`src/rtl/bus_pkg.sv`:
```
// Shared bus definitions: default widths for the arbiter, bus mux and DMA master,
// plus the DMA master state encoding.
package bus_pkg;

    localparam int unsigned BUS_ADDR_W = 16;
    localparam int unsigned BUS_DATA_W = 32;
    localparam int unsigned DMA_LEN_W  = 8;

    typedef enum logic [2:0] {
        ST_IDLE = 3'd0,
        ST_REQ  = 3'd1,
        ST_RD   = 3'd2,
        ST_CAP  = 3'd3,
        ST_WR   = 3'd4,
        ST_DONE = 3'd5
    } dma_state_t;

endpackage

```
`src/rtl/bus_dma_master_if.sv`:
```
// Master-side bus port: request/grant handshake plus the shared address/data bus.
interface bus_dma_master_if #(
    parameter int unsigned ADDR_W = bus_pkg::BUS_ADDR_W,
    parameter int unsigned DATA_W = bus_pkg::BUS_DATA_W
);
    logic              m_req;
    logic              m_grant;
    logic              m_wr;
    logic [ADDR_W-1:0] m_addr;
    logic [DATA_W-1:0] m_dout;
    logic [DATA_W-1:0] m_din;

    modport master (
        output m_req, m_wr, m_addr, m_dout,
        input  m_grant, m_din
    );

    modport slave (
        input  m_req, m_wr, m_addr, m_dout,
        output m_grant, m_din
    );
endinterface

```
`src/rtl/bus_dma_master.sv`:
```
// Single-channel block-copy bus master: reads len words from src and writes them to dst,
// one read then one write per word, holding the bus request for the whole copy.
module bus_dma_master
    import bus_pkg::*;
#(
    parameter int unsigned ADDR_W = BUS_ADDR_W,
    parameter int unsigned DATA_W = BUS_DATA_W,
    parameter int unsigned LEN_W  = DMA_LEN_W
) (
    input  logic               clk,
    input  logic               reset_n,
    input  logic               i_start,
    input  logic [ADDR_W-1:0]  i_src_addr,
    input  logic [ADDR_W-1:0]  i_dst_addr,
    input  logic [LEN_W-1:0]   i_len,
    output logic               o_busy,
    output logic               o_done,
    bus_dma_master_if.master   bus
);

    dma_state_t        r_state;
    dma_state_t        w_state_next;
    logic [LEN_W-1:0]  r_idx;
    logic [LEN_W-1:0]  w_idx_next;
    logic [LEN_W-1:0]  r_len;
    logic [ADDR_W-1:0] r_src;
    logic [ADDR_W-1:0] r_dst;
    logic              w_accept;
    logic              w_last;

    logic              r_req,  w_req;
    logic              r_wr,   w_wr;
    logic [ADDR_W-1:0] r_addr, w_addr;
    logic [DATA_W-1:0] r_dout, w_dout;
    logic              r_busy, w_busy;
    logic              r_done, w_done;

    assign w_accept = (r_state == ST_IDLE) && i_start && (i_len != '0);
    assign w_last   = (LEN_W'(r_idx + LEN_W'(1)) == r_len);

    // State register
    always_ff @(posedge clk or negedge reset_n) begin
        if (!reset_n) begin
            r_state <= ST_IDLE;
        end else begin
            r_state <= w_state_next;
        end
    end

    // Next state and word index; a lost grant drops back to REQ with idx unchanged
    always_comb begin
        w_state_next = r_state;
        w_idx_next   = r_idx;
        case (r_state)
            ST_IDLE: begin
                if (i_start) begin
                    w_state_next = (i_len != '0) ? ST_REQ : ST_DONE;
                    w_idx_next   = '0;
                end
            end
            ST_REQ:  if (bus.m_grant) w_state_next = ST_RD;
            ST_RD:   w_state_next = bus.m_grant ? ST_CAP : ST_REQ;
            ST_CAP:  w_state_next = bus.m_grant ? ST_WR : ST_REQ;
            ST_WR: begin
                if (!bus.m_grant) begin
                    w_state_next = ST_REQ;
                end else begin
                    w_idx_next   = LEN_W'(r_idx + LEN_W'(1));
                    w_state_next = w_last ? ST_DONE : ST_RD;
                end
            end
            ST_DONE: w_state_next = ST_IDLE;
            default: w_state_next = ST_IDLE;
        endcase
    end

    // Outputs decoded from the next state so the registered copies line up with the state
    always_comb begin
        w_req  = 1'b0;
        w_wr   = 1'b0;
        w_addr = '0;
        w_dout = '0;
        w_busy = 1'b0;
        w_done = 1'b0;
        case (w_state_next)
            ST_REQ: begin
                w_req  = 1'b1;
                w_busy = 1'b1;
            end
            ST_RD, ST_CAP: begin
                w_req  = 1'b1;
                w_busy = 1'b1;
                w_addr = ADDR_W'(r_src + ADDR_W'(w_idx_next));
            end
            ST_WR: begin
                // WR is only entered from CAP, so m_din here is the word read for this idx
                w_req  = 1'b1;
                w_busy = 1'b1;
                w_wr   = 1'b1;
                w_addr = ADDR_W'(r_dst + ADDR_W'(w_idx_next));
                w_dout = bus.m_din;
            end
            ST_DONE: w_done = 1'b1;
            default: ;
        endcase
    end

    // Argument latch, index counter and output registers (r_dout doubles as the data buffer)
    always_ff @(posedge clk or negedge reset_n) begin
        if (!reset_n) begin
            r_idx  <= '0;
            r_len  <= '0;
            r_src  <= '0;
            r_dst  <= '0;
            r_req  <= 1'b0;
            r_wr   <= 1'b0;
            r_addr <= '0;
            r_dout <= '0;
            r_busy <= 1'b0;
            r_done <= 1'b0;
        end else begin
            if (w_accept) begin
                r_len <= i_len;
                r_src <= i_src_addr;
                r_dst <= i_dst_addr;
            end
            r_idx  <= w_idx_next;
            r_req  <= w_req;
            r_wr   <= w_wr;
            r_addr <= w_addr;
            r_dout <= w_dout;
            r_busy <= w_busy;
            r_done <= w_done;
        end
    end

    assign bus.m_req  = r_req;
    assign bus.m_wr   = r_wr;
    assign bus.m_addr = r_addr;
    assign bus.m_dout = r_dout;
    assign o_busy     = r_busy;
    assign o_done     = r_done;

endmodule

```
`src/flat_wrapper.sv`:
```
// flat-port wrapper written by rule: the top's interface ports become plain ports
module bus_dma_master_flat import bus_pkg::*;
#(
    parameter int unsigned ADDR_W = BUS_ADDR_W,
    parameter int unsigned DATA_W = BUS_DATA_W,
    parameter int unsigned LEN_W  = DMA_LEN_W
)
  (clk, reset_n, i_start, i_src_addr, i_dst_addr, i_len, o_busy, o_done, bus_m_req, bus_m_wr, bus_m_addr, bus_m_dout, bus_m_grant, bus_m_din);
  bus_dma_master_if #(.ADDR_W(ADDR_W), .DATA_W(DATA_W)) bus_i ();
  input  logic clk;
  input  logic reset_n;
  input  logic i_start;
  input  logic [ADDR_W-1:0] i_src_addr;
  input  logic [ADDR_W-1:0] i_dst_addr;
  input  logic [LEN_W-1:0] i_len;
  output logic o_busy;
  output logic o_done;
  output wire logic [$bits(bus_i.m_req)-1:0] bus_m_req;
  output wire logic [$bits(bus_i.m_wr)-1:0] bus_m_wr;
  output wire logic [$bits(bus_i.m_addr)-1:0] bus_m_addr;
  output wire logic [$bits(bus_i.m_dout)-1:0] bus_m_dout;
  input wire logic [$bits(bus_i.m_grant)-1:0] bus_m_grant;
  input wire logic [$bits(bus_i.m_din)-1:0] bus_m_din;
  assign bus_m_req = bus_i.m_req;
  assign bus_m_wr = bus_i.m_wr;
  assign bus_m_addr = bus_i.m_addr;
  assign bus_m_dout = bus_i.m_dout;
  assign bus_i.m_grant = bus_m_grant;
  assign bus_i.m_din = bus_m_din;
  bus_dma_master #(.ADDR_W(ADDR_W), .DATA_W(DATA_W), .LEN_W(LEN_W)) u_core (.clk(clk), .reset_n(reset_n), .i_start(i_start), .i_src_addr(i_src_addr), .i_dst_addr(i_dst_addr), .i_len(i_len), .o_busy(o_busy), .o_done(o_done), .bus(bus_i));
endmodule
```
`config.mk`:
```
export PLATFORM = sky130hd
export DESIGN_NAME = bus_dma_master_flat
export DESIGN_NICKNAME = d
export VERILOG_FILES = /design/src/rtl/bus_pkg.sv /design/src/rtl/bus_dma_master_if.sv /design/src/rtl/bus_dma_master.sv /design/src/flat_wrapper.sv
export SDC_FILE = /design/constraint.sdc
export NUM_CORES = 1
export LEC_CHECK = 0
export CORE_UTILIZATION = 52
export CTS_CLUSTER_DIAMETER = 40
export DETAILED_ROUTE_END_ITERATION = 8
export PLACE_DENSITY = 0.88
export SYNTH_ARGS = -nofsm -noshare
export SYNTH_HDL_FRONTEND = slang
export SYNTH_SLANG_ARGS = --single-unit
```
`constraint.sdc`:
```
create_clock -name clk -period 5.82 [get_ports clk]
set_input_delay 0.873 -clock clk [delete_from_list [all_inputs] [get_ports clk]]
set_output_delay 0.873 -clock clk [all_outputs]
set_load 0.01 [all_outputs]
```
Word-level counts from Yosys, hierarchy flattened
Index checks and enable logic that the tools add are counted.
{"block": "word_totals", "register_bits": 102, "output_inout_bits": 52, "inputBits": 76, "word_cells": 45}
{"block": "classes", "n_eq_ne": 10, "add_sub_neg": 3, "reduce_logical": 6, "n_mux": 16}
{"cell": "adder 16 x 8 -> 16 bit", "count": 2}
{"cell": "2-to-1 mux 32 bit", "count": 1}
{"cell": "case mux 16 bit (2 select lines)", "count": 1}
{"cell": "2-to-1 mux 3 bit", "count": 6}
{"cell": "2-to-1 mux 8 bit", "count": 2}
{"cell": "case mux 8 bit (2 select lines)", "count": 1}
{"cell": "case mux 3 bit (5 select lines)", "count": 1}
{"cell": "equality test 3 x 2 -> 1 bit, second input constant", "count": 4}
{"cell": "equality test 3 bit, second input constant", "count": 3}
{"cell": "adder 8 x 1 -> 8 bit, second input constant", "count": 1}
{"cell": "equality test 8 bit", "count": 1}
{"cell": "nonzero test 8 bit", "count": 1}
{"cell": "equality test 3 x 1 -> 1 bit, second input constant", "count": 2}
{"cell": "OR reduction 4 bit", "count": 1}
{"cell": "logical NOT 3 bit", "count": 1}
{"cell": "2-to-1 mux 1 bit", "count": 3}
{"cell": "logical AND 1 bit", "count": 2}
{"cell": "2-to-1 mux 2 bit", "count": 1}
{"cell": "OR reduction 2 bit", "count": 1}

Longest topological paths before layout
Gate-level depths: netlist of the first run.
{"block": "logic_depth", "word_depth": 8, "mapped_depth": 15, "ltp_nobuf": 13}

Worst setup path after synthesis of the first run
Ideal clock, no wire load.
{"block": "synth_timing", "kind": "input -> register", "startpoint": "in bus_m_grant", "endpoint": "reg u_core.r_addr[14], in the netlist u_core.bus.m_addr[14]", "t_arrival_ps": 3270, "path_stages": 12, "setup_ps": 138, "required_time_ps": 5682, "path_buffers": 0, "path_slack_ps": 2412, "path_cell_list": "nand2_1 -> nor3_1 -> nand2_1 -> xor2_1 -> nor2_1 -> ha_1 -> nor2b_1 -> o31a_1 -> o21ai_1 -> o21bai_1 -> xor2_1 -> o22ai_1"}
{"block": "synth_via", "word_cells_on_any_way": 14, "classes_between": "add/sub: 2; eq/ne: 3; mux: 8; reduce/logical: 1"}
{"item": "from (decl)", "line_no": "flat_wrapper.sv:22", "text": "input wire logic [$bits(bus_i.m_grant)-1:0] bus_m_grant;"}
{"item": "2-to-1 mux 8 bit (*)", "line_no": "bus_dma_master.sv:65", "text": "if (!bus.m_grant) begin"}
{"item": "case mux 8 bit (2 select lines) (*)", "line_no": "bus_dma_master.sv:54", "text": "case (r_state)"}
{"item": "via u_core.w_idx_next[2]", "line_no": "bus_dma_master.sv:24", "text": "logic [LEN_W-1:0] w_idx_next;"}
{"item": "adder 16 x 8 -> 16 bit (on tied branches)", "line_no": "bus_dma_master.sv:100, bus_dma_master.sv:93"}
{"item": "case mux 16 bit (2 select lines) (*)", "line_no": "bus_dma_master.sv:85", "text": "case (w_state_next)"}
{"item": "via u_core.w_addr[14]", "line_no": "bus_dma_master.sv:33", "text": "logic [ADDR_W-1:0] r_addr, w_addr;"}
{"item": "to (signal assigned)", "line_no": "bus_dma_master.sv:130", "text": "r_addr <= w_addr;"}
{"item": "to (decl)", "line_no": "bus_dma_master.sv:33"}
The timed path passes the listed nets; every way through them passes the cells marked *.
A chain may end at the register's enable or synchronous reset.

Worst setup path in the final report of the first run
{"block": "layout_timing", "startpoint": "in bus_m_grant", "endpoint": "reg u_core.r_addr[10], in the netlist u_core.bus.m_addr[10]"}
{"block": "layout_via", "elab_chain_len": 5, "word_cells_on_any_way": 14, "classes_between": "add/sub: 2; eq/ne: 3; mux: 8; reduce/logical: 1"}
{"item": "parallel branches: the longest is 4 deep, another holds adder 16 x 8 -> 16 bit"}
{"item": "case mux 16 bit (2 select lines) (*)", "line_no": "bus_dma_master.sv:85"}
{"item": "via u_core.w_addr[10]", "line_no": "bus_dma_master.sv:33"}
Mark *: on every way through the listed nets, which the timed path passes.

==> results of run 1 <==
==> area by class of cell <==
cell class              count  area share
clock inverters             6      0.0101
clock buffers              10      0.0207
flip-flops and latches    102       0.413
repair buffers            130       0.209
inverters                   6     0.00365
multi-input cells         277       0.321
well taps                 108      0.0219
==> kinds of logic (layout without fill, tap and decap cells) <==
group,after synthesis,in the layout,share of synthesized area
mux,40,40,0.0971
flops,102,102,0.550
simple gates,143,143,0.164
xor+xnor,31,31,0.0585
fa+ha+maj,10,10,0.0286
compound gates,53,53,0.0779
buf+inv,24,152,0.0235
==> stage by stage <==
step | cells | setup WS [ns] | power [mW] | instance area, um2 | hold WS (ns)
after floorplan | 403 | 2.41 | 1.68 | 4640 | 0.481
after global placement | 623 | 1.59 | 2.00 | 5990 | 0.495
after detailed placement | 623 | 1.34 | 2.05 | 5990 | 0.500
after CTS | 639 | 1.70 | 2.49 | 6180 | 0.403
after global routing | 639 | 1.42 | 2.63 | 6180 | 0.413
final | 639 | 1.66 | 2.47 | 6180 | 0.402
==> layout by cell type (no fill, tap or decap), types with 4 or more instances in the layout <==
cell type / n
sky130_fd_sc_hd__clkdlybuf4s50_1: 126
sky130_fd_sc_hd__dfrtp_1: 102
sky130_fd_sc_hd__mux2_2: 40
sky130_fd_sc_hd__nand2_1: 36
sky130_fd_sc_hd__and2_1: 34
sky130_fd_sc_hd__xnor2_1: 21
sky130_fd_sc_hd__nor2_1: 19
sky130_fd_sc_hd__o21ai_0: 12
sky130_fd_sc_hd__nor3_1: 10
sky130_fd_sc_hd__xor2_1: 10
sky130_fd_sc_hd__ha_1: 9
sky130_fd_sc_hd__clkbuf_8: 9
sky130_fd_sc_hd__o22ai_1: 8
sky130_fd_sc_hd__nand3_1: 7
sky130_fd_sc_hd__nand2b_1: 7
sky130_fd_sc_hd__a21oi_1: 7
sky130_fd_sc_hd__inv_1: 6
sky130_fd_sc_hd__o21a_1: 5
sky130_fd_sc_hd__nor3b_1: 5
sky130_fd_sc_hd__nand4_1: 4
sky130_fd_sc_hd__and3_1: 4
sky130_fd_sc_hd__nor2b_1: 4
sky130_fd_sc_hd__inv_6: 4
sky130_fd_sc_hd__buf_4: 4
==> critical path: cells and delay by family <==
kind,cells,cell delay (ns)
buf+inv,5,1.48
compound gates,4,0.86
fa+ha+maj,2,0.56
simple gates,4,0.52
xor+xnor,1,0.15
==> how the worst max path moves through the flow <==
stage                     cells past startpoint                    end  slack (ns)   startpoint
after floorplan                              12  u_core.bus.m_addr[14]        2.41  bus_m_grant
after global placement                       16  u_core.bus.m_addr[14]        1.59  bus_m_grant
after detailed placement                     16  u_core.bus.m_addr[10]        1.34  bus_m_grant
after CTS                                    16  u_core.bus.m_addr[10]        1.70  bus_m_grant
after global routing                         16  u_core.bus.m_addr[14]        1.42  bus_m_grant
final                                        16  u_core.bus.m_addr[10]        1.66  bus_m_grant
==> metal layers <==
| layer | vias up | wire length, um |
|---|---|---|
| li1 | 1627 | - |
| met1 | 1665 | 3980 |
| met2 | 130 | 5200 |
| met3 | 24 | 801 |
| met4 | 0 | 240 |
| met5 | - | 0 |
==> synth_stat cells (all sizes together), types with 2 or more instances <==
cell type  number  share of area
a211oi          4         0.0092
a21o            3         0.0049
a21oi           8         0.0094
a22o            2         0.0038
a31oi           3         0.0040
and2           34          0.046
and3            4         0.0054
buf            10          0.012
clkbuf          8         0.0065
dfrtp         102           0.55
ha              9          0.024
inv             6         0.0049
mux2           40          0.097
nand2          36          0.029
nand2b          7         0.0094
nand3           7         0.0076
nand4           5         0.0081
nor2           20          0.016
nor2b           4         0.0054
nor3           10          0.011
nor3b           5         0.0081
nor4            2         0.0040
o21a            5         0.0081
o21ai          13          0.014
o21bai          2         0.0032
o22ai           8          0.011
or3             3         0.0040
or4             2         0.0032
xnor2          21          0.040
xor2           10          0.019
==> power by group through the flow <==
| stage | Combinational (mW) | Sequential, mW | Clock [mW] |
|---|---|---|---|
| after global placement | 0.887 | 1.12 | 0 |
| after CTS | 0.930 | 1.11 | 0.442 |
| after global routing | 1.02 | 1.14 | 0.475 |
| after detailed placement | 0.924 | 1.12 | 0 |
| after floorplan | 0.568 | 1.11 | 0 |
| final | 0.925 | 1.11 | 0.433 |
==> state kept, by name, summed over array words and instances (netlist names) <==
register and cells:
u_core.r_idx 8, u_core.o_done 1, u_core.r_len 8, u_core.bus.m_addr 16
u_core.r_state 3, u_core.bus.m_dout 32, u_core.r_dst 16, u_core.bus.m_wr 1
u_core.o_busy 1, u_core.r_src 16
==> summary.json, run 1 <==
{
  "viasPerCell": {"value": 5.39},
  "num_vias": {"value": 3446},
  "place_congestion": {"value": 0.875},
  "fillerInstances": {"value": 641},
  "port_buffers": {"value": 127},
  "rrSetupSlack": {"value": 2.19, "unit": "ns"},
  "drt_iter0_drc": {"value": 97},
  "cts-root-to-sink-buffers": {"value": 2},
  "postSynthRegisterBits": {"value": 102},
  "rows": {"value": 34},
  "dp_hpwl": {"value": 7.58, "unit": "mm"},
  "synthesis.yosys.warnings": {"value": 0},
  "setup_viol_count_final": {"value": 0},
  "finalCoreUtilization": {"value": 0.712},
  "global_route.usage.met3": {"value": 0.0876},
  "cts_made_buffers": {"value": 9},
  "internal_power": {"value": 1.63, "unit": "mW"},
  "peakVddDrop": {"value": 207, "unit": "uV"},
  "grt_pass1_vias": {"value": 3587},
  "hold_buffers": {"value": 0},
  "top_level_ports": {"value": 128},
  "initial_core_util": {"value": 0.535},
  "cellLeakagePower": {"value": 2.65, "unit": "nW"},
  "pin_count_of_the_biggest_net_entering_global_routing": {"value": 74},
  "cpMaxStageDelayCell": {"value": "sky130_fd_sc_hd__clkdlybuf4s50_1"},
  "psw": {"value": 0.840, "unit": "mW"},
  "grt_remaining_overflow": {"value": 0},
  "combined_area_of_the_multi_input_logic_cells": {"value": 0.00199, "unit": "mm2"},
  "cp_cell_sequence": {"value": "clkdlybuf4s50_1, nand4b_1, buf_4, inv_1, buf_4, nand2_1, nand2_1, ha_1, inv_1, fa_1, nor2b_1, o31a_1, o21ai_1, a21o_1, xor2_1, o22ai_1"},
  "seq_power_share": {"value": 0.450},
  "ant_nets": {"value": 0},
  "worstReg2RegEnd": {"value": "u_core.bus.m_addr[10]"},
  "synth-main-ff-cell": {"value": "sky130_fd_sc_hd__dfrtp_1"},
  "final.period_utilization": {"value": 0.715},
  "synthArstFlopShare": {"value": 1.00},
  "synth.distinct_cells": {"value": 47},
  "critical_path.reg2reg.startpoint": {"value": "u_core.r_state[2]"},
  "gr_busiest_metal": {"value": "met2"},
  "grt_setup_unrepaired": {"value": "false"},
  "synth.net_count": {"value": 489},
  "post-cts-setup-buffer-count": {"value": 0},
  "setup_total_negative_slack": {"value": 0, "unit": "ns"},
  "insertedDiodeCount": {"value": 0},
  "post_route_drc_violation_count": {"value": 0},
  "finalWirelength": {"value": 10.2, "unit": "mm"},
  "dieHeight": {"value": 96.5, "unit": "um"},
  "max_cap_viol_count": {"value": 0},
  "floorplan.die.width": {"value": 96.5, "unit": "um"},
  "pwr-share-clk": {"value": 0.176},
  "area_enclosed_by_the_die_boundary": {"value": 0.00930, "unit": "mm2"},
  "synth_edf_count": {"value": 0},
  "post_cts_resize_count": {"value": 0},
  "grt_pass1_wl": {"value": 16.4, "unit": "mm"},
  "cts_root_buffer": {"value": "sky130_fd_sc_hd__clkbuf_8"},
  "switching_share": {"value": 0.341},
  "register_area": {"value": 0.00255, "unit": "mm2"},
  "first_pass_iters": {"value": 4},
  "pwr_density_cell": {"value": 399, "unit": "mW/mm2"},
  "groute.layer.met1.usage": {"value": 0.268},
  "area.growth.synth_to_final": {"value": 33.1, "unit": "%"},
  "initial_antenna_violation_count": {"value": 0},
  "signal_arrival_time_at_the_worst_endpoint": {"value": 4.45, "unit": "ns"},
  "cp_slowest_stage_delay": {"value": 0.54, "unit": "ns"},
  "post_synthesis_cell_area": {"value": 0.00464, "unit": "mm2"},
  "syn_inst": {"value": 403},
  "timing.final.crit_period": {"value": 4.16, "unit": "ns"},
  "run_status": {"value": "complete, no violations"},
  "worstSetupStartpointType": {"value": "input pin"},
  "timing.clock.skew": {"value": 0.0163, "unit": "ns"},
  "globalRouteMet2Util": {"value": 0.404},
  "hold_violations": {"value": 0},
  "worstSkewPairLatency": {"value": 0.37, "unit": "ns"},
  "tritoncts": {"value": "done"},
  "achievable-frequency": {"value": 240, "unit": "MHz"},
  "hold_path_class": {"value": "in -> async"},
  "cp-end-kind": {"value": "register"},
  "synth_area_per_cell": {"value": 11.5, "unit": "um2"},
  "critical_path_class": {"value": "in -> reg"},
  "clock_sinks": {"value": 102},
  "max_slew_margin": {"value": 0.247},
  "cp_max_fo": {"value": 38},
  "drt-wirelength-per-cell": {"value": 16.0, "unit": "um"},
  "core_area": {"value": 0.00868, "unit": "mm2"},
  "tightest_slew": {"value": 1.13, "unit": "ns"},
  "comb_power_share": {"value": 0.375},
  "grt_usage": {"value": 0.235},
  "layout.nets": {"value": 612},
  "post_route_cells_drive_above_1_share": {"value": 0.124},
  "synth-seq-area-share": {"value": 0.550},
  "worstPathRequired": {"value": 6.11, "unit": "ns"},
  "worst_r2r_path_depth": {"value": 15},
  "timing.final.max_slew_violations": {"value": 0},
  "cts_max_level": {"value": 3},
  "cts.clk_slew.worst_paths": {"value": 0.11, "unit": "ns"}
}
No activity file was read; power rests on OpenSTA's default activity.
==> run 2: changes to the inputs <==
--- a/config.mk
+++ b/config.mk
@@ -5,10 +5,10 @@
 export SDC_FILE = /design/constraint.sdc
 export NUM_CORES = 1
 export LEC_CHECK = 0
-export CORE_UTILIZATION = 52
+export CORE_UTILIZATION = 44
 export CTS_CLUSTER_DIAMETER = 40
 export DETAILED_ROUTE_END_ITERATION = 8
-export PLACE_DENSITY = 0.88
+export PLACE_DENSITY = 0.79
 export SYNTH_ARGS = -nofsm -noshare
 export SYNTH_HDL_FRONTEND = slang
 export SYNTH_SLANG_ARGS = --single-unit
==> constraint.sdc (replaced) <==
create_clock -name clk -period 3.7 [get_ports clk]
set_input_delay 0.555 -clock clk [delete_from_list [all_inputs] [get_ports clk]]
set_output_delay 0.555 -clock clk [all_outputs]
set_load 0.01 [all_outputs]
==> run 2 against run 1 <==
  * Die area up 18%
  * Via count up 1.5%
  * Routed wire length up 1.3%
  * Utilization down 9.5 points
  * Design area up 2.7%
  * Clock power up 73%
==> summary.json, run 2 (same netlist as run 1, synthesis figures left out) <==
{
  "final_common_cell": {"value": "sky130_fd_sc_hd__clkdlybuf4s50_1", "change": "unchanged"},
  "area.growth.synth_to_final": {"value": 36.7, "unit": "%", "change": "was 33.1%"},
  "post_route_drc_violation_count": {"value": 0, "change": "unchanged"},
  "timing.clock.skew": {"value": 0.0183, "unit": "ns", "change": "was 0.0163 ns"},
  "layout.nets": {"value": 626, "change": "was 612"},
  "cp_max_fo": {"value": 11, "change": "was 38"},
  "cp_top_family": {"value": "compound AO/OA/AOI/OAI gates", "change": "was buffers and inverters"},
  "grt_pass1_vias": {"value": 3761, "change": "was 3,587"},
  "cpMaxStageDelayCell": {"value": "sky130_fd_sc_hd__clkdlybuf4s50_1", "change": "unchanged"},
  "path_buf_inv": {"value": 3, "change": "was 5"},
  "tritoncts": {"value": "done", "change": "unchanged"},
  "cts_root_buffer": {"value": "sky130_fd_sc_hd__clkbuf_8", "change": "unchanged"},
  "insertedDiodeCount": {"value": 0, "change": "unchanged"},
  "fin_total_pwr": {"value": 3.99, "unit": "mW", "change": "was 2.47 mW"},
  "largest_register_ff_count": {"value": 32, "change": "unchanged"},
  "post_route_cells_drive_above_1_share": {"value": 0.149, "change": "was 0.124"},
  "timing.final.max_slew_violations": {"value": 0, "change": "unchanged"},
  "detailedPlace.worstSlack": {"value": -0.0626, "unit": "ns", "change": "was 1.34 ns"},
  "drt-wirelength-per-cell": {"value": 15.2, "unit": "um", "change": "was 16.0 um"},
  "finalCoreUtilization": {"value": 0.617, "change": "was 0.712"},
  "cts_max_level": {"value": 3, "change": "unchanged"},
  "worst_r2r_path_depth": {"value": 13, "change": "was 15"},
  "grt_usage": {"value": 0.205, "change": "was 0.235"},
  "viasPerCell": {"value": 5.13, "change": "was 5.39"},
  "cp_slowest_stage_delay": {"value": 0.48, "unit": "ns", "change": "was 0.54 ns"},
  "final_area": {"value": 0.00634, "unit": "mm2", "change": "was 0.00618 mm2"},
  "dieHeight": {"value": 105, "unit": "um", "change": "was 96.5 um"},
  "cts-root-to-sink-buffers": {"value": 2, "change": "unchanged"},
  "cts.clk_slew.worst_paths": {"value": 0.10, "unit": "ns", "change": "was 0.11 ns"},
  "floorplan.die.width": {"value": 105, "unit": "um", "change": "was 96.5 um"},
  "worst_slack": {"value": 0.345, "unit": "ns", "change": "was 1.66 ns"},
  "clock_sinks": {"value": 102, "change": "unchanged"},
  "grt_pass1_wl": {"value": 17.5, "unit": "mm", "change": "was 16.4 mm"},
  "worstSetupStartpointType": {"value": "input pin", "change": "unchanged"},
  "port_buffers": {"value": 127, "change": "unchanged"},
  "crit_start": {"value": "bus_m_grant", "change": "unchanged"},
  "rows": {"value": 37, "change": "was 34"},
  "cellLeakagePower": {"value": 2.74, "unit": "nW", "change": "was 2.65 nW"},
  "setup_total_negative_slack": {"value": 0, "unit": "ns", "change": "unchanged"},
  "max_cap_viol_count": {"value": 0, "change": "unchanged"},
  "max_slew_margin": {"value": 0.335, "change": "was 0.247"},
  "finalHoldWorstSlack": {"value": 0.309, "unit": "ns", "change": "was 0.402 ns"},
  "cp_cell_sequence": {"value": "clkdlybuf4s50_1, nand2_1, or3_1, buf_4, o21ai_0, ha_1, inv_1, fa_1, nor2b_1, o31a_1, o21ai_1, o21bai_1, xor2_1, o22ai_1", "change": "was clkdlybuf4s50_1, nand4b_1, buf_4, inv_1, buf_4, nand2_1, nand2_1, ha_1, inv_1, fa_1, nor2b_1, o31a_1, o21ai_1, a21o_1, xor2_1, o22ai_1"},
  "hold_buffers": {"value": 0, "change": "unchanged"},
  "critical_path.reg2reg.startpoint": {"value": "u_core.r_state[2]", "change": "unchanged"},
  "top_level_ports": {"value": 128, "change": "unchanged"},
  "highest_count_cells_in_the_layout_ignoring_fill_and_taps": {"value": "sky130_fd_sc_hd__clkdlybuf4s50_1, sky130_fd_sc_hd__dfrtp_1, sky130_fd_sc_hd__mux2_2", "change": "unchanged"},
  "peakVddDrop": {"value": 318, "unit": "uV", "change": "was 207 uV"},
  "core_area": {"value": 0.0103, "unit": "mm2", "change": "was 0.00868 mm2"},
  "pwr_density_cell": {"value": 630, "unit": "mW/mm2", "change": "was 399 mW/mm2"},
  "signal_arrival_time_at_the_worst_endpoint": {"value": 3.66, "unit": "ns", "change": "was 4.45 ns"},
  "layout.cells.non_filler": {"value": 681, "change": "was 639"},
  "grt_setup_unrepaired": {"value": "false", "change": "unchanged"},
  "drt_iter0_drc": {"value": 112, "change": "was 97"},
  "cp.depth": {"value": 14, "change": "was 16"},
  "achievable-frequency": {"value": 298, "unit": "MHz"},
  "final.period_utilization": {"value": 0.907},
  "initial_antenna_violation_count": {"value": 0, "change": "unchanged"},
  "worstPathRequired": {"value": 4.00, "unit": "ns", "change": "was 6.11 ns"},
  "tightest_slew": {"value": 0.998, "unit": "ns", "change": "was 1.13 ns"},
  "ant_nets": {"value": 0, "change": "unchanged"},
  "worstSkewPairLatency": {"value": 0.38, "unit": "ns", "change": "was 0.37 ns"},
  "hold_violations": {"value": 0, "change": "unchanged"},
  "cts_made_buffers": {"value": 9, "change": "unchanged"},
  "initial_core_util": {"value": 0.451, "change": "was 0.535"},
  "first_pass_iters": {"value": 4, "change": "unchanged"},
  "post_dp_cell_area": {"value": 0.00613, "unit": "mm2", "change": "was 0.00599 mm2"},
  "dp_hpwl": {"value": 7.84, "unit": "mm", "change": "was 7.58 mm"},
  "cp-end-kind": {"value": "register", "change": "unchanged"},
  "place_congestion": {"value": 0.866, "change": "was 0.875"},
  "area_enclosed_by_the_die_boundary": {"value": 0.0110, "unit": "mm2", "change": "was 0.00930 mm2"},
  "critical_path_class": {"value": "in -> reg", "change": "unchanged"},
  "post-cts-setup-buffer-count": {"value": 0, "change": "unchanged"},
  "num_vias": {"value": 3496, "change": "was 3,446"},
  "grt_remaining_overflow": {"value": 0, "change": "unchanged"},
  "setup_viol_count_final": {"value": 0, "change": "unchanged"},
  "hold_path_class": {"value": "in -> async", "change": "unchanged"},
  "post_cts_resize_count": {"value": 0, "change": "unchanged"},
  "finalWirelength": {"value": 10.4, "unit": "mm", "change": "was 10.2 mm"},
  "pin_count_of_the_biggest_net_entering_global_routing": {"value": 83, "change": "was 74"},
  "timing.final.crit_period": {"value": 3.36, "unit": "ns"},
  "dp_cells": {"value": 665, "change": "was 623"},
  "fillerInstances": {"value": 852, "change": "was 641"},
  "run_status": {"value": "complete, no violations", "change": "unchanged"}
}
-- run 2: changes by cell type in the layout (fill, tap and decap cells not counted), sizes merged --
cell,before,now
clkinv,1,2
bufinv,0,1
buf,4,18
clkbuf,10,11
inv,11,8
-- run 2: worst reg2reg max path: stages, from the launching register on --
cell and delay [ns]:
sky130_fd_sc_hd__dfrtp_1 0.43, sky130_fd_sc_hd__nand2_1 0.11, sky130_fd_sc_hd__or3_1 0.33, sky130_fd_sc_hd__buf_4 0.18, sky130_fd_sc_hd__o21ai_0 0.23, sky130_fd_sc_hd__ha_1 0.22, sky130_fd_sc_hd__inv_1 0.06, sky130_fd_sc_hd__fa_1 0.38
sky130_fd_sc_hd__nor2b_1 0.19, sky130_fd_sc_hd__o31a_1 0.18, sky130_fd_sc_hd__o21ai_1 0.20, sky130_fd_sc_hd__o21bai_1 0.26, sky130_fd_sc_hd__xor2_1 0.16, sky130_fd_sc_hd__o22ai_1 0.15
-- run 2: metal layers --
metal,GRT usage,wire length (um),part of all wire
met1,0.231,4150,0.40
met2,0.343,5020,0.48
met3,0.0736,885,0.085
met4,0.105,295,0.028
met5,0,0,0
-- run 2: final timing paths --
| path | end | slack [ns] |
|---|---|---|
| setup / recovery | u_core.bus.m_addr[14] | 0.34 |
| hold / removal | u_core.r_len[2] | 0.31 |
| setup reg to reg | u_core.bus.m_addr[14] | 0.55 |
| hold reg to reg | u_core.r_dst[5] | 0.52 |
| max in group asynchronous | u_core.bus.m_dout[8] | 2.49 |
| min in group clk | u_core.r_dst[5] | 0.52 |
-- run 2: report_power, final --
group          internal [mW]  switching, mW
Sequential              1.47          0.259
Combinational          0.855          0.657
Clock                  0.357          0.392
Total                   2.69           1.31
-- run 2: cell type report --
class / instances / area, um2 / area share
clock buffers: 11 / 151 / 0.0239
clock inverters: 5 / 63.8 / 0.0101
inverters: 6 / 22.5 / 0.00355
multi-input cells: 277 / 1990 / 0.313
flip-flops and latches: 102 / 2550 / 0.402
well taps: 136 / 170 / 0.0268
repair buffers: 144 / 1400 / 0.220
==> run 3: changes to the inputs <==
--- a/config.mk
+++ b/config.mk
@@ -6,8 +6,10 @@
 export NUM_CORES = 1
 export LEC_CHECK = 0
 export CORE_UTILIZATION = 44
+export CTS_BUF_LIST = sky130_fd_sc_hd__clkbuf_16
 export CTS_CLUSTER_DIAMETER = 40
 export DETAILED_ROUTE_END_ITERATION = 8
+export HOLD_SLACK_MARGIN = 0.15
 export PLACE_DENSITY = 0.79
 export SYNTH_ARGS = -nofsm -noshare
 export SYNTH_HDL_FRONTEND = slang
==> run 3 against run 2 <==
  * Sequential share of layout area down 0.51 points
  * Critical path depth unchanged
  * Setup slack lost 0.045 ns
  * Global-route usage grew 0.29 points
  * First-iteration DRC count increased by 7.1%
  * Flip-flop and latch count unchanged
  * Register-to-register slack about the same
  * Routed wire length up 1.4%
  * Maximum frequency decreased by 1.3%
  * Non-clock buffer count unchanged
  * Design area is 1.3% higher
  * Die area did not move
==> summary.json, run 3 (same netlist as run 1, synthesis figures left out) <==
{
  "dp_hpwl": {"value": 7.84, "unit": "mm", "change": "unchanged"},
  "ant_nets": {"value": 0, "change": "unchanged"},
  "hold_violations": {"value": 0, "change": "unchanged"},
  "grt_pass1_vias": {"value": 3749, "change": "was 3,761"},
  "run_status": {"value": "complete, no violations", "change": "unchanged"},
  "final_common_cell": {"value": "sky130_fd_sc_hd__clkdlybuf4s50_1", "change": "unchanged"},
  "cp-end-kind": {"value": "register", "change": "unchanged"},
  "timing.final.crit_period": {"value": 3.40, "unit": "ns", "change": "was 3.36 ns"},
  "finalWirelength": {"value": 10.5, "unit": "mm", "change": "was 10.4 mm"},
  "grt_remaining_overflow": {"value": 0, "change": "unchanged"},
  "grt_setup_unrepaired": {"value": "false", "change": "unchanged"},
  "cts_root_buffer": {"value": "sky130_fd_sc_hd__clkbuf_16", "change": "was sky130_fd_sc_hd__clkbuf_8"},
  "rows": {"value": 37, "change": "unchanged"},
  "setup_total_negative_slack": {"value": 0, "unit": "ns", "change": "unchanged"},
  "clock_sinks": {"value": 102, "change": "unchanged"},
  "max_slew_margin": {"value": 0.327, "change": "was 0.335"},
  "worstSkewPairLatency": {"value": 0.34, "unit": "ns", "change": "was 0.38 ns"},
  "worstSetupStartpointType": {"value": "input pin", "change": "unchanged"},
  "cts.clk_slew.worst_paths": {"value": 0.07, "unit": "ns", "change": "was 0.10 ns"},
  "cp_max_fo": {"value": 11, "change": "unchanged"},
  "pwr_density_cell": {"value": 653, "unit": "mW/mm2", "change": "was 630 mW/mm2"},
  "pin_count_of_the_biggest_net_entering_global_routing": {"value": 83, "change": "unchanged"},
  "tightest_slew": {"value": 1.01, "unit": "ns", "change": "was 0.998 ns"},
  "grt_pass1_wl": {"value": 17.8, "unit": "mm", "change": "was 17.5 mm"},
  "timing.clock.skew": {"value": 0.00843, "unit": "ns", "change": "was 0.0183 ns"},
  "hold_buffers": {"value": 0, "change": "unchanged"},
  "final_area": {"value": 0.00642, "unit": "mm2", "change": "was 0.00634 mm2"},
  "timing.final.max_slew_violations": {"value": 0, "change": "unchanged"},
  "floorplan.die.width": {"value": 105, "unit": "um", "change": "unchanged"},
  "grt_usage": {"value": 0.208, "change": "was 0.205"},
  "achievable-frequency": {"value": 294, "unit": "MHz", "change": "was 298 MHz"},
  "initial_antenna_violation_count": {"value": 0, "change": "unchanged"},
  "highest_count_cells_in_the_layout_ignoring_fill_and_taps": {"value": "sky130_fd_sc_hd__clkdlybuf4s50_1, sky130_fd_sc_hd__dfrtp_1, sky130_fd_sc_hd__mux2_2", "change": "unchanged"},
  "post_route_drc_violation_count": {"value": 0, "change": "unchanged"},
  "critical_path.reg2reg.startpoint": {"value": "u_core.r_state[2]", "change": "unchanged"},
  "worstPathRequired": {"value": 3.91, "unit": "ns", "change": "was 4.00 ns"},
  "area.growth.synth_to_final": {"value": 38.5, "unit": "%", "change": "was 36.7%"},
  "core_area": {"value": 0.0103, "unit": "mm2", "change": "unchanged"},
  "insertedDiodeCount": {"value": 0, "change": "unchanged"},
  "viasPerCell": {"value": 5.13, "change": "unchanged"},
  "setup_viol_count_final": {"value": 0, "change": "unchanged"},
  "layout.nets": {"value": 626, "change": "unchanged"},
  "drt_iter0_drc": {"value": 120, "change": "was 112"},
  "detailedPlace.worstSlack": {"value": -0.0626, "unit": "ns", "change": "unchanged"},
  "critical_path_class": {"value": "in -> reg", "change": "unchanged"},
  "port_buffers": {"value": 127, "change": "unchanged"},
  "dp_cells": {"value": 665, "change": "unchanged"},
  "area_enclosed_by_the_die_boundary": {"value": 0.0110, "unit": "mm2", "change": "unchanged"},
  "num_vias": {"value": 3496, "change": "unchanged"},
  "signal_arrival_time_at_the_worst_endpoint": {"value": 3.61, "unit": "ns", "change": "was 3.66 ns"},
  "post_route_cells_drive_above_1_share": {"value": 0.145, "change": "was 0.149"},
  "max_cap_viol_count": {"value": 0, "change": "unchanged"},
  "layout.cells.non_filler": {"value": 681, "change": "unchanged"},
  "hold_path_class": {"value": "in -> async", "change": "unchanged"},
  "first_pass_iters": {"value": 4, "change": "unchanged"},
  "dieHeight": {"value": 105, "unit": "um", "change": "unchanged"},
  "peakVddDrop": {"value": 394, "unit": "uV", "change": "was 318 uV"},
  "cts_max_level": {"value": 3, "change": "unchanged"},
  "fin_total_pwr": {"value": 4.19, "unit": "mW", "change": "was 3.99 mW"},
  "worst_slack": {"value": 0.300, "unit": "ns", "change": "was 0.345 ns"},
  "cts-root-to-sink-buffers": {"value": 2, "change": "unchanged"},
  "tritoncts": {"value": "done", "change": "unchanged"},
  "cellLeakagePower": {"value": 2.77, "unit": "nW", "change": "was 2.74 nW"},
  "post_cts_resize_count": {"value": 0, "change": "unchanged"},
  "place_congestion": {"value": 0.866, "change": "unchanged"},
  "post-cts-setup-buffer-count": {"value": 0, "change": "unchanged"},
  "cts_made_buffers": {"value": 9, "change": "unchanged"},
  "top_level_ports": {"value": 128, "change": "unchanged"},
  "largest_register_ff_count": {"value": 32, "change": "unchanged"},
  "initial_core_util": {"value": 0.451, "change": "unchanged"},
  "drt-wirelength-per-cell": {"value": 15.4, "unit": "um", "change": "was 15.2 um"},
  "final.period_utilization": {"value": 0.919, "change": "was 0.907"},
  "crit_start": {"value": "bus_m_grant", "change": "unchanged"},
  "post_dp_cell_area": {"value": 0.00613, "unit": "mm2", "change": "unchanged"}
}
## run 3: cell types whose count changed in the layout (fill, tap and decap cells not counted), sizes merged
cell / change
clkbuf: -2
clkinv: +2
## run 3: critical path, stage by stage
cell                              delay, ns
sky130_fd_sc_hd__clkdlybuf4s50_1       0.48
sky130_fd_sc_hd__nand2_1               0.08
sky130_fd_sc_hd__or3_1                 0.34
sky130_fd_sc_hd__buf_4                 0.18
sky130_fd_sc_hd__nor3_1                0.26
sky130_fd_sc_hd__xnor2_1               0.16
sky130_fd_sc_hd__nor2_1                0.08
sky130_fd_sc_hd__ha_1                  0.22
sky130_fd_sc_hd__nor3_1                0.22
sky130_fd_sc_hd__nand2b_1              0.10
sky130_fd_sc_hd__o21ai_1               0.43
sky130_fd_sc_hd__o21bai_1              0.24
sky130_fd_sc_hd__xor2_1                0.17
sky130_fd_sc_hd__o22ai_1               0.09
## run 3: where the power goes
group / internal [mW] / switching [mW] / total [mW] / leakage [nW]
registers: 1.48 / 0.261 / 1.74 / 1.32
logic: 0.855 / 0.658 / 1.51 / 1.31
clock network: 0.527 / 0.416 / 0.942 / 0.147
total: 2.86 / 1.33 / 4.19 / 2.77
## run 3: through the flow
step | hold slack, ns | util
after global routing | 0.464 | 0.625
after CTS | 0.421 | 0.625
after detailed placement | 0.495 | 0.596
final | 0.372 | 0.625
after floorplan | 0.259 | -
after global placement | 0.491 | 0.596
## run 3: final timing paths
kind                                    endpoint  slack (ns)  depth (start not counted)
min in group clk                 u_core.r_src[6]        0.51                          1
max in group asynchronous   u_core.bus.m_dout[8]        2.47                          2
setup / recovery           u_core.bus.m_addr[14]        0.30                         14
hold reg to reg                  u_core.r_src[6]        0.51                          1
hold / removal                   u_core.r_len[2]        0.37                          1
setup reg to reg           u_core.bus.m_addr[14]        0.55                         13
## run 3: metal layers
layer,GRT usage,wire length [um]
met4,0.0825,211
met2,0.351,5190
met3,0.0867,939
met1,0.234,4170
met5,0,0
## run 3: final cells by class
cell class / count / area (um2)
clock buffers: 9 / 225
clock inverters: 7 / 71.3
fillers: 833 / 3850
inverters: 6 / 22.5
multi-input cells: 277 / 1990
flip-flops and latches: 102 / 2550
well taps: 136 / 170
repair buffers: 144 / 1400
